[src/rtl/otter_mem_arb_pkg.sv]
// Shared types and constants for the OTTER memory port-2 arbiter.
package otter_mem_arb_pkg;

    typedef enum logic [2:0] {
        IDLE,
        RD_ISSUE,
        RD_WAIT,
        WR_ISSUE,
        DONE
    } arb_state_t;

    typedef enum logic {
        OWN_I,
        OWN_D
    } owner_t;

    localparam int          LINE_WORDS = 4;
    localparam int          LINE_W     = LINE_WORDS * 32;
    localparam logic [31:0] IO_BASE    = 32'h1100_0000;

    localparam logic [1:0] SZ_BYTE = 2'd0;
    localparam logic [1:0] SZ_HALF = 2'd1;
    localparam logic [1:0] SZ_WORD = 2'd2;

    // MMIO space bypasses the line path and returns the sliced port value.
    function automatic logic is_uncached(input logic [31:0] addr);
        return addr >= IO_BASE;
    endfunction

endpackage

[src/rtl/otter_mem_arbiter_rr_arbiter2.sv]
// Two-way grant between I-refill and D requests.
// OTTER_MEM_ARB_RR_EN selects round-robin; otherwise D has fixed priority.
module rr_arbiter2
    import otter_mem_arb_pkg::*;
(
`ifdef OTTER_MEM_ARB_RR_EN
    input  logic CLK,
    input  logic RST,
    input  logic upd,
    input  logic i_req,
`endif
    input  logic d_req,
    output logic gnt_d
);

`ifdef OTTER_MEM_ARB_RR_EN
    owner_t last_gnt;

    // On a tie the side not granted last wins; a lone request always wins.
    always_comb begin
        gnt_d = 1'b0;
        if (d_req && (!i_req || last_gnt == OWN_I))
            gnt_d = 1'b1;
    end

    always_ff @(posedge CLK or posedge RST) begin
        if (RST)
            last_gnt <= OWN_I;
        else if (upd)
            last_gnt <= gnt_d ? OWN_D : OWN_I;
    end
`else
    assign gnt_d = d_req;
`endif

endmodule

[src/rtl/otter_mem_arbiter.sv]
// Shares OTTER memory port 2 between I-refill and D-cache, one transaction at a time.
// Define OTTER_MEM_ARB_RR_EN for round-robin tie-breaking (default: D priority).
module otter_mem_arbiter
    import otter_mem_arb_pkg::*;
#(
    parameter int ADDR_W = 32
) (
    input  logic              CLK,
    input  logic              RST,
    input  logic              i_req,
    input  logic [ADDR_W-1:0] i_addr,
    output logic              i_ack,
    output logic [127:0]      i_line,
    input  logic              d_req,
    input  logic              d_we,
    input  logic [ADDR_W-1:0] d_addr,
    input  logic [1:0]        d_size,
    input  logic              d_sign,
    input  logic [31:0]       d_wdata,
    output logic              d_ack,
    output logic [127:0]      d_line,
    output logic [ADDR_W-1:0] mem_addr2,
    output logic [31:0]       mem_din2,
    output logic              mem_write2,
    output logic              mem_read2,
    output logic [1:0]        mem_size,
    output logic              mem_sign,
    input  logic [31:0]       mem_r0,
    input  logic [31:0]       mem_r1,
    input  logic [31:0]       mem_r2,
    input  logic [31:0]       mem_r3,
    input  logic [31:0]       mem_dout2
);

    arb_state_t        state;
    owner_t            owner;
    logic              uc_q;
    logic              gnt_d;
    logic [ADDR_W-1:0] sel_addr;
    logic              sel_wr;
    logic              sel_uc;
    logic              sel_line;
    logic [LINE_W-1:0] rd_line;

    rr_arbiter2 u_arb (
`ifdef OTTER_MEM_ARB_RR_EN
        .CLK   (CLK),
        .RST   (RST),
        .upd   (state == IDLE && (i_req || d_req)),
        .i_req (i_req),
`endif
        .d_req (d_req),
        .gnt_d (gnt_d)
    );

    always_comb begin
        sel_addr = gnt_d ? d_addr : i_addr;
        sel_wr   = gnt_d && d_we;
        sel_uc   = gnt_d && !d_we && is_uncached(32'(d_addr));
        sel_line = !sel_wr && !sel_uc;
    end

    // Uncached results are zero-extended into the low word of the line.
    always_comb begin
        rd_line = '0;
        if (uc_q)
            rd_line[31:0] = mem_dout2;
        else
            rd_line = {mem_r3, mem_r2, mem_r1, mem_r0};
    end

    always_ff @(posedge CLK or posedge RST) begin
        if (RST) begin
            state      <= IDLE;
            owner      <= OWN_I;
            uc_q       <= 1'b0;
            mem_addr2  <= '0;
            mem_din2   <= '0;
            mem_size   <= SZ_WORD;
            mem_sign   <= 1'b0;
            mem_read2  <= 1'b0;
            mem_write2 <= 1'b0;
            i_ack      <= 1'b0;
            d_ack      <= 1'b0;
            i_line     <= '0;
            d_line     <= '0;
        end else begin
            case (state)
                IDLE: begin
                    if (i_req || d_req) begin
                        owner     <= gnt_d ? OWN_D : OWN_I;
                        uc_q      <= sel_uc;
                        mem_addr2 <= sel_line ? {sel_addr[ADDR_W-1:4], 4'b0} : sel_addr;
                        mem_size  <= sel_line ? SZ_WORD : d_size;
                        mem_sign  <= sel_line ? 1'b0 : d_sign;
                        mem_din2  <= gnt_d ? d_wdata : 32'h0;
                        if (sel_wr) begin
                            mem_write2 <= 1'b1;
                            state      <= WR_ISSUE;
                        end else begin
                            mem_read2 <= 1'b1;
                            state     <= RD_ISSUE;
                        end
                    end
                end
                RD_ISSUE: begin
                    mem_read2 <= 1'b0;
                    state     <= RD_WAIT;
                end
                RD_WAIT: begin
                    if (owner == OWN_D) begin
                        d_line <= rd_line;
                        d_ack  <= 1'b1;
                    end else begin
                        i_line <= rd_line;
                        i_ack  <= 1'b1;
                    end
                    state <= DONE;
                end
                WR_ISSUE: begin
                    mem_write2 <= 1'b0;
                    d_ack      <= 1'b1;
                    state      <= DONE;
                end
                DONE: begin
                    i_ack <= 1'b0;
                    d_ack <= 1'b0;
                    state <= IDLE;
                end
                default: state <= IDLE;
            endcase
        end
    end

endmodule

[config.mk]
export PLATFORM = sky130hd
export DESIGN_NAME = otter_mem_arbiter
export DESIGN_NICKNAME = d
export VERILOG_FILES = /design/src/rtl/otter_mem_arb_pkg.sv /design/src/rtl/otter_mem_arbiter_rr_arbiter2.sv /design/src/rtl/otter_mem_arbiter.sv
export SDC_FILE = /design/constraint.sdc
export NUM_CORES = 1
export LEC_CHECK = 0
export ABC_CLOCK_PERIOD_IN_PS = 24400
export CORE_AREA = 4 4 228 230
export CTS_BUF_LIST = sky130_fd_sc_hd__clkbuf_4 sky130_fd_sc_hd__clkbuf_8
export DETAILED_ROUTE_END_ITERATION = 6
export DIE_AREA = 0 0 232 234
export SYNTH_ARGS = -nofsm -noshare
export SYNTH_HDL_FRONTEND = slang
export SYNTH_SLANG_ARGS = --single-unit
[constraint.sdc]
create_clock -name CLK -period 24.4 [get_ports CLK]
set_input_delay 3.66 -clock CLK [delete_from_list [all_inputs] [get_ports CLK]]
set_output_delay 3.66 -clock CLK [all_outputs]
set_load 0.01 [all_outputs]
# Word-level counts from Yosys, hierarchy flattened
# Index checks and enable logic that the tools add are counted.
[word_totals]
ff_bits = 332
latch_bits = 0
ramBits = 0
mem_bits_ro = 0
in_bits = 264
output_inout_bits = 327
word_cells = 66
mem_count = 0
[classes]
n_addsub = 0
n_mul = 0
div = 0
n_lt_le_gt_ge = 1
eq_ne = 9
n_shift = 0
mux = 21
bitwise_logic = 1
reduce_logical = 21
[op_table]
columns = ["operator", "count"]
rows = [
  ["32-bit two-way mux", 3],
  ["96-bit two-way mux", 1],
  ["32-bit by 29-bit greater-or-equal comparator with 1-bit output, second input constant", 1],
  ["2-bit inequality test, second input constant", 5],
  ["2-bit AND reduction", 5],
  ["3-bit one-hot mux with 3 select lines", 1],
  ["1-bit two-way mux", 8],
  ["3-bit by 2-bit == test with 1-bit output, second input constant", 2],
  ["1-bit one-hot mux with 2 select lines", 3],
  ["3-bit AND reduction", 2],
  ["2-bit nonzero test", 3],
  ["1-bit logical AND", 4],
  ["2-bit two-way mux", 2],
  ["4-bit two-way mux", 1],
  ["3-bit by 1-bit == test with 1-bit output, second input constant", 1],
  ["3-bit == test, second input constant", 1],
  ["1-bit logical NOT", 3],
  ["3-bit logical NOT", 1],
  ["3-bit two-way mux", 1],
  ["1-bit one-hot mux with 3 select lines", 1],
  ["3-bit nonzero test", 1],
  ["2-bit OR reduction", 1],
  ["1-bit logical OR", 1],
  ["1-bit NOT", 1],
]

# Logic depth before layout (Yosys ltp)
# Gate-level depths: netlist (run 1).
[depth]
word_depth = 6
mapped_depth = 8
ltp_nobuf = 4

# By module
# A second synthesis (run 1) with hierarchy kept.
[hier_totals]
hier_cells = 1298
hier_area_um2 = 13374.1
[by_module_without_submodules]
columns = ["mod", "instances", "cells_each", "area_per_inst_um2", "seq_area_each_um2"]
rows = [
  ["otter_mem_arbiter", 1, 1297, 13366.6, 8309.2],
  ["rr_arbiter2", 1, 1, 7.5, 0.0],
]

# Worst setup path before layout (run 1)
# Ideal clock, no wire load.
[synth_timing]
kind = "input-to-reg"
from = "input port d_req"
to = "register mem_addr2[10]"
arrival_ps = 4832
setup_slack_ps = 19443
stages = 4
path_buffers = 2
path_cell_list = "clkbuf_1 clkbuf_1 mux2_2 mux2_2"
[synth_via]
elab_chain_len = 2
[synth_rtl]
columns = ["element", "line", "rtl"]
rows = [
  ["start: declaration", "otter_mem_arbiter.sv:14", "input logic d_req,"],
  ["1-bit logical OR", "otter_mem_arbiter.sv:90", "if (i_req || d_req) begin"],
  ["2-bit AND reduction (no source line)", "-", ""],
  ["end signal: assignment", "otter_mem_arbiter.sv:93", "mem_addr2 <= sel_line ? {sel_addr[ADDR_W-1:4], 4'b0} : sel_addr;"],
  ["end: declaration", "otter_mem_arbiter.sv:22", "output logic [ADDR_W-1:0] mem_addr2,"],
]
# Several ways; a longest one is shown, not always the timed one.
# A chain may end at the register's enable or synchronous reset.

# Final worst setup path (run 1)
[layout_timing]
from = "register mem_size[1]"
to = "output port mem_size[1]"
[layout_rtl]
columns = ["element", "line", "rtl"]
rows = [
  ["start: declaration", "otter_mem_arbiter.sv:26", "output logic [1:0] mem_size,"],
  ["start signal: assignment", "otter_mem_arbiter.sv:94", "mem_size <= sel_line ? SZ_WORD : d_size;"],
]
# No word-level cell between the ends.

==> impl_metrics.ini, run 1 <==
[run_status]
outcome = finished clean

[setup_path]
crit_family = buffers and inverters
crit_fanout = 2
setup.worst_path.start_class = register
cp_num_buf_inv = 1
crit_slowest_cell = clkdlybuf4s50_1
path_class = reg -> out
cp.required_ns = 20.74
path_cells = clkdlybuf4s50_1
endpoint_kind = output pin
worstPathArrival_ns = 1.69
slowest_delay_ns = 0.55

[timing]
slew-limit-headroom_pct = 27.46
period_minus_slack_ns = 5.348
tns_ns = 0
worstMarginPinSlew_ns = 1.088
drv_slew = 0
skew_ns = 0.01568
rsz0062_at_grt = false
hold_violations = 0
setup_viol = 0
period_share_pct = 21.92
clock.fmax_mhz = 187.0

[logic_synthesis]
synth_cell_type_count = 33
synth.avg_cell_area_sq_um = 11.52
synthTopCellsByArea = dfrtp_1, o21ai_2, nand2_1
seq_area_frac_synth_pct = 60.64
yosys_warnings = 0
synth_cells = 1190
synthesis.area_sq_um = 13700
syn-num-nets = 1454
synth_seq_cells = 332
synth_top_area_share_pct = 60.45
synth_top_cell_by_area = dfrtp_1

[route]
viasPerCell = 4.355
first_pass_iters = 4
drc_errors = 0
wl_mm = 46.11
dr.first_iter.drc_count = 546
ant_nets = 0
wl_per_cell_microns = 18.61
vias = 10790

[finish]
layout-drive-gt1-share_pct = 16.58
final_cell_area_sq_um = 21280
layout.cells.most_common = clkdlybuf4s50_1
finish.utilization_pct = 42.68
final_cell_mix = clkdlybuf4s50_1, dfrtp_1, nand2_1, o21ai_0, o21ai_2
syn_to_final_growth_pct = 55.29
nets = 2025

[flow_run]
cap_violations = 0

[clock_tree]
cts_tree = built
cts_root_buffer = clkbuf_8
htreeDepth = 2
clkLatencyLatePin_ns = 0.62
cts_setup_buffers = 0
clkTransAtPathRegs_ns = 0.06
hold_buffers = 0
clock-sinks = 332
post_cts_resized = 0
cts_buffer_depth = 3
cts_inserted_buffers = 59

[hold_path]
hold_class = reg -> reg

[power]
p_per_area_nw_per_um2 = 132.1
ir_worst_vdd_v = 0.00006867
leakagePower_uw = 0.009182

[die]
initial_utilization_pct = 27.48
die_area_sq_um = 54290
ios = 591
die_x_microns = 232
core_sq_um = 49860
rows = 82
die_h_microns = 234

[global_route]
grt_max_degree = 160
antenna_found_initial = 2
overflow = 0
grt_pass1_wl_mm = 68.07
track_usage_pct = 16.23
grt_pass1_vias = 11150

[place]
gp_congestion = 0.7923
port_buffers = 586
dp_hpwl_mm = 33.64
dpl-instance-area_sq_um = 19970
[logic make-up (layout without fill, tap and decap cells)]
logic type	count (synthesis)	after routing	share of synthesized area, %
AOI/OAI and AO/OA	309	309	15.80
buffers and inverters	93	706	4.365
DFF	332	332	60.64
muxes	88	88	6.939
other	0	3	0
and+or+nand+nor	368	368	12.26
[final timing paths]
check / from / endpoint / slack (ns) / cells after the start
worst max-delay path: mem_size[1] / mem_size[1] / 19.05 / 1
worst min-delay path: i_line[71] / i_line[71] / 0.47 / 2
worst max register to register: state[1] / i_line[52] / 21.16 / 5
worst min register to register: i_line[71] / i_line[71] / 0.47 / 2
max in group asynchronous: RST / uc_q / 19.29 / 3
min in group asynchronous: RST / d_line[57] / 3.57 / 2
[stage by stage]
step                      worst slack [ns]  hold slack (ns)  std cells  power (uW)
after CTS                            18.96           0.4772       2475        2860
after floorplan                      11.55           0.5096       1190        1569
after global placement               18.40           0.4588       2372        2252
after global routing                 18.95           0.4883       2476        2995
after detailed placement             18.42           0.4638       2372        2277
final                                19.05           0.4745       2478        2811
[layout make-up]
cell class                 count  area [sq um]
sequential                   332          8313
multi-input combinational    765          4820
fill                        4841         28580
clock inverter                10         105.1
clock buffer                  93          1199
tap                          672         840.8
timing repair buffer         598          5968
inverter                       5         26.28
antenna                        3         7.507
[report_power, final]
| group | switching [uW] | internal (uW) |
|---|---|---|
| Combinational | 606 | 673 |
| Sequential | 156 | 812 |
| Clock | 234 | 331 |
[routing by layer]
metal	GRT usage, %	part of all wire [%]	wire length [microns]
met1	18.79	39	17800
met2	27.53	49	22730
met3	6.693	9.5	4368
met4	5.212	2.6	1220
met5	0	0	0
[state kept, by name (all words and copies together) (netlist names)]
name and cells:
mem_addr2 32, mem_sign 1, mem_size 2, mem_write2 1, d_line 128, i_ack 1, owner 1, d_ack 1
mem_read2 1, uc_q 1, state 3, i_line 128, mem_din2 32
[cell usage after synthesis, drive strengths merged]
| cell | number |
|---|---|
| buf | 54 |
| a2bb2oi | 1 |
| nor4b | 2 |
| or4b | 1 |
| nor2b | 3 |
| inv | 5 |
| a21boi | 1 |
| o21ai | 259 |
| nand4bb | 1 |
| o2bb2ai | 1 |
| nand3b | 1 |
| nor3 | 3 |
| a21o | 1 |
| nor4 | 1 |
| dfstp | 1 |
| a21oi | 5 |
| mux2i | 32 |
| a22oi | 1 |
| o41ai | 1 |
| clkbuf | 34 |
| nand2b | 97 |
| mux2 | 56 |
| a22o | 38 |
| nand2 | 258 |
| o21bai | 1 |
| dfrtp | 331 |
| nor2 | 1 |
Power figures use the tool's default switching activity.
==> inputs of run 2 (changes only) <==
--- a/config.mk
+++ b/config.mk
@@ -5,11 +5,11 @@
 export SDC_FILE = /design/constraint.sdc
 export NUM_CORES = 1
 export LEC_CHECK = 0
-export ABC_CLOCK_PERIOD_IN_PS = 24400
-export CORE_AREA = 4 4 228 230
+export ABC_CLOCK_PERIOD_IN_PS = 4810
+export CORE_AREA = 4 4 227 229
 export CTS_BUF_LIST = sky130_fd_sc_hd__clkbuf_4 sky130_fd_sc_hd__clkbuf_8
 export DETAILED_ROUTE_END_ITERATION = 6
-export DIE_AREA = 0 0 232 234
+export DIE_AREA = 0 0 231 233
 export SYNTH_ARGS = -nofsm -noshare
 export SYNTH_HDL_FRONTEND = slang
 export SYNTH_SLANG_ARGS = --single-unit
==> constraint.sdc (replaced) <==
create_clock -name CLK -period 4.81 [get_ports CLK]
set_input_delay 0.7215 -clock CLK [delete_from_list [all_inputs] [get_ports CLK]]
set_output_delay 0.7215 -clock CLK [all_outputs]
set_load 0.01 [all_outputs]
==> impl_metrics.ini, run 2 (synthesis gave the netlist of run 1 again) <==
[place]
gp_congestion = 0.8285
dpl-instance-area_sq_um = 20070
pre_cts_slack_ns = 1.683
port_buffers = 586
dp_hpwl_mm = 33.50

[setup_path]
reg2reg_slack_ns = 2.41
path_class = in -> reg
crit_family = buffers and inverters
path_cells = clkdlybuf4s50_1 > buf_4 > nor4b_4 > a21boi_2 > a22o_1
slowest_delay_ns = 0.79
crit_slowest_cell = nor4b_4
crit_fanout = 34
cp.required_ns = 5.37
worstPathArrival_ns = 3.04
setup.worst_path.start_class = primary input
endpoint_kind = register
cp_num_buf_inv = 2

[timing]
period_minus_slack_ns = 2.488
rsz0062_at_grt = false
setup_ws_ns = 2.322
slew-limit-headroom_pct = 24.83
drv_slew = 0
period_share_pct = 51.72
skew_ns = 0.02685
tns_ns = 0
worstMarginPinSlew_ns = 1.113
clock.fmax_mhz = 402.0
setup_viol = 0
hold_violations = 0

[clock_tree]
hold_buffers = 0
clkLatencyLatePin_ns = 0.62
clock-sinks = 332
cts_inserted_buffers = 60
cts_setup_buffers = 0
cts_root_buffer = clkbuf_8
post_cts_resized = 0
clkTransAtPathRegs_ns = 0.06
htreeDepth = 2
cts_tree = built
cts_buffer_depth = 3

[global_route]
overflow = 0
grt_max_degree = 153
grtUsageMet1_pct = 19.05
grt_pass1_vias = 11350
antenna_found_initial = 6
grt.busiest_layer = met2
grt_pass1_wl_mm = 68.72
track_usage_pct = 16.36
use_met3_pct = 6.844
grtUsageMet2_pct = 27.23

[finish]
final_cell_mix = clkdlybuf4s50_1, dfrtp_1, nand2_1, o21ai_0, o21ai_2
reg_top3 = d_line (128), i_line (128)
layout.cells.most_common = clkdlybuf4s50_1
nets = 2034
layout-drive-gt1-share_pct = 17.09
fillerInstances = 4823
final_cell_area_sq_um = 21360
syn_to_final_growth_pct = 55.86

[route]
drc_errors = 0
wl_mm = 45.55
dr.first_iter.drc_count = 464
vias = 10800
viasPerCell = 4.337
wl_per_cell_microns = 18.29
first_pass_iters = 4
ant_nets = 0

[die]
ios = 591
initial_utilization_pct = 27.60
rows = 82
die_x_microns = 231
die_area_sq_um = 53820
core_sq_um = 49660
die_h_microns = 233

[run_status]
outcome = finished clean

[power]
ir_worst_vdd_v = 0.0003442
leakagePower_uw = 0.009236
p_per_area_nw_per_um2 = 663.8

[hold_path]
hold_class = reg -> reg

[flow_run]
cap_violations = 0
[run 2: changes by cell type in the layout (fill, tap and decap cells not counted), sizes merged]
cell / previous run / this run
clkbuf: 93 / 102
bufinv: 2 / 1
clkinvlp: 2 / 1
clkinv: 6 / 3
inv: 5 / 4
diode: 3 / 4
buf: 12 / 20
[run 2: final cells by class]
| cell class | instances | area [sq um] | area share [%] |
|---|---|---|---|
| Sequential cell | 332 | 8313 | 38.92 |
| Timing Repair Buffer | 606 | 6078 | 28.46 |
| Multi-Input combinational cell | 765 | 4820 | 22.57 |
| Clock buffer | 102 | 1229 | 5.753 |
| Tap cell | 672 | 840.8 | 3.937 |
| Clock inverter | 4 | 45.04 | 0.2109 |
| Inverter | 5 | 22.52 | 0.1054 |
| Antenna cell | 4 | 10.01 | 0.04687 |
[run 2: path summary, 6_finish.rpt]
check / to / cells after the start / start
max in group asynchronous: d_line[122] / 3 / RST
worst max-delay path: mem_addr2[3] / 5 / d_req
worst max register to register: i_line[111] / 4 / state[1]
min in group asynchronous: d_line[110] / 2 / RST
worst min-delay path: i_line[11] / 2 / i_line[11]
worst min register to register: i_line[11] / 2 / i_line[11]
[run 2: worst register-to-register path, stage by stage (launching register included)]
cell and delay [ns]:
dfrtp_1 0.51, or4b_4 0.80, buf_12 0.61, nand2_1 0.30, o21ai_2 0.08
[run 2: layer usage]
metal	share of wire [%]	vias up
met5	0.050	-
met3	9.4	85
met4	2.7	4
met2	49	428
li1	-	5184
met1	39	5098
[run 2: through the flow]
step	hold slack [ns]	instances	total power (uW)	util [%]
finish	0.4737	2490	14180	43.01
global route	0.4946	2489	15140	43.01
CTS	0.4773	2486	14420	42.99
detailed placement	0.4643	2380	11540	40.43
global placement	0.4593	2380	11400	40.43
floorplan	0.5096	1190	7962	-
[run 2: power by group]
part           leakage [uW]  internal [uW]  switching [uW]
combinational       0.00443           3430            3060
clock              0.000687           1640            1150
sequential          0.00412           4120             776
total               0.00924           9190            4980
==> inputs of run 3 (changes only) <==
--- a/config.mk
+++ b/config.mk
@@ -5,7 +5,7 @@
 export SDC_FILE = /design/constraint.sdc
 export NUM_CORES = 1
 export LEC_CHECK = 0
-export ABC_CLOCK_PERIOD_IN_PS = 4810
+export ABC_CLOCK_PERIOD_IN_PS = 2050
 export CORE_AREA = 4 4 227 229
 export CTS_BUF_LIST = sky130_fd_sc_hd__clkbuf_4 sky130_fd_sc_hd__clkbuf_8
 export DETAILED_ROUTE_END_ITERATION = 6
==> constraint.sdc (replaced) <==
create_clock -name CLK -period 2.05 [get_ports CLK]
set_input_delay 0.3075 -clock CLK [delete_from_list [all_inputs] [get_ports CLK]]
set_output_delay 0.3075 -clock CLK [all_outputs]
set_load 0.01 [all_outputs]
==> impl_metrics.ini, run 3 (synthesis gave the netlist of run 1 again) <==
[run_status]
outcome = finished clean

[timing]
skew_ns = 0.01904
worstMarginPinSlew_ns = 0.7715
tns_ns = 0
slew-limit-headroom_pct = 48.56
rsz0062_at_grt = false
clock.fmax_mhz = 513.2
setup_viol = 0
drv_slew = 0
period_minus_slack_ns = 1.948
hold_violations = 0
period_share_pct = 95.05
setup_ws_ns = 0.1015

[setup_path]
path_class = reg -> reg
r2r_cells = 4
reg2reg_slack_ns = 0.10
worstReg2RegStart = state[2]
crit_fanout = 130
crit_slowest_cell = or4b_4
rr_endpoint = i_line[120]
setup.worst_path.start_class = register
worstPathArrival_ns = 2.42
endpoint = i_line[120]
crit_start = state[2]
cp.required_ns = 2.52
endpoint_kind = register
path_cells = or4b_4 > buf_12 > nand2_1 > o21ai_0
slowest_delay_ns = 0.62

[die]
ios = 591
core_sq_um = 49660
initial_utilization_pct = 27.60
die_x_microns = 231
die_area_sq_um = 53820
rows = 82
die_h_microns = 233

[global_route]
antenna_found_initial = 6
grt_pass1_vias = 11500
overflow = 0
grt_max_degree = 131
grt.busiest_layer = met2
grtUsageMet1_pct = 18.58
grt_pass1_wl_mm = 69.29
track_usage_pct = 16.45
use_met3_pct = 7.309
grtUsageMet2_pct = 27.40

[clock_tree]
cts_tree = built
cts_root_buffer = clkbuf_8
clock-sinks = 332
cts_buffer_depth = 3
clkTransAtPathRegs_ns = 0.06
hold_buffers = 0
cts_inserted_buffers = 58
htreeDepth = 2
clkLatencyLatePin_ns = 0.63

[route]
wl_per_cell_microns = 18.29
dr.first_iter.drc_count = 562
viasPerCell = 4.356
vias = 10940
ant_nets = 0
drc_errors = 0
first_pass_iters = 4
wl_mm = 45.92

[power]
ir_worst_vdd_v = 0.0006546
p_per_area_nw_per_um2 = 1553
leakagePower_uw = 0.009408

[finish]
nets = 2055
fillerInstances = 4825
syn_to_final_growth_pct = 58.37
layout.cells.most_common = clkdlybuf4s50_1
layout-drive-gt1-share_pct = 17.99
final_cell_mix = clkdlybuf4s50_1, dfrtp_1, nand2_1, o21ai_0, o21ai_2
reg_top3 = d_line (128), i_line (128)
stdcell_count = 2511

[flow_run]
cap_violations = 0

[hold_path]
hold_class = in -> async

[place]
port_buffers = 586
dp_cells = 2403
dp_hpwl_mm = 34.56
gp_congestion = 0.7873
pre_cts_slack_ns = -0.1478
==> run 3: changes by cell type in the layout (fill, tap and decap cells not counted) <==
| cell | before | now |
|---|---|---|
| clkdlybuf4s50_1 | 586 | 584 |
| dlygate4sd2_1 | 0 | 2 |
| clkinvlp_4 | 1 | 2 |
| diode_2 | 4 | 5 |
| buf_4 | 15 | 25 |
| clkbuf_8 | 74 | 73 |
| buf_12 | 5 | 18 |
| clkbuf_4 | 28 | 20 |
| bufinv_16 | 1 | 3 |
| clkinv_2 | 3 | 6 |
==> run 3: cell type report <==
class	instances	area [sq um]	area share, %
Tap cell	672	840.8	3.874
Inverter	5	22.52	0.1038
Multi-Input combinational cell	765	4820	22.21
Clock inverter	10	127.6	0.5881
Timing Repair Buffer	629	6411	29.54
Antenna cell	5	12.51	0.05765
Sequential cell	332	8313	38.30
Clock buffer	93	1155	5.321
==> run 3: worst min-delay path by stage <==
stage          startpoint          end  slack (ns)  depth (start not counted)
2_1_floorplan   d_size[1]  mem_size[1]        0.40                          2
3_3_place_gp   i_line[65]   i_line[65]        0.46                          2
3_5_place_dp   i_line[77]   i_line[77]        0.46                          2
5_1_grt               RST  d_line[112]        0.15                          3
4_1_cts               RST   d_line[80]        0.11                          3
6_report              RST  d_line[112]        0.18                          3
==> run 3: through the flow <==
step	total power [uW]	instance area, sq um	hold slack (ns)	utilization (%)
6_report	33710	21700	0.1783	43.70
3_3_place_gp	27170	20410	0.4600	41.10
4_1_cts	34350	21690	0.1088	43.68
3_5_place_dp	27480	20410	0.4640	41.10
2_1_floorplan	18680	13710	0.3961	-
5_1_grt	35960	21700	0.1530	43.70
==> run 3: worst max-delay path: cells and delay by family (launching register included) <==
family,cells,cell delay [ns]
simple gates,2,0.80
compound gates,1,0.09
flops,1,0.48
buf+inv,1,0.25
==> run 3: per-layer routing <==
metal / vias up / wire length, microns
met5: - / 8
met4: 2 / 1463
met3: 85 / 4433
met2: 407 / 22460
met1: 5201 / 17560
li1: 5242 / -
==> run 3: what timing repair did <==
| action | CTS | global route |
|---|---|---|
| gates resized for setup | 2 | 0 |
| buffers inserted | 0 | 0 |
| hold endpoints to repair | 0 | 0 |
| setup endpoints to repair | 2 | 0 |
==> run 3: report_power, final <==
part           total [uW]  internal (uW)  leakage [uW]  switching, uW
clock network        6640           3920      0.000683           2720
logic               15600           8330       0.00460           7310
registers           11400           9670       0.00412           1750
total               33700          21900       0.00941          11800
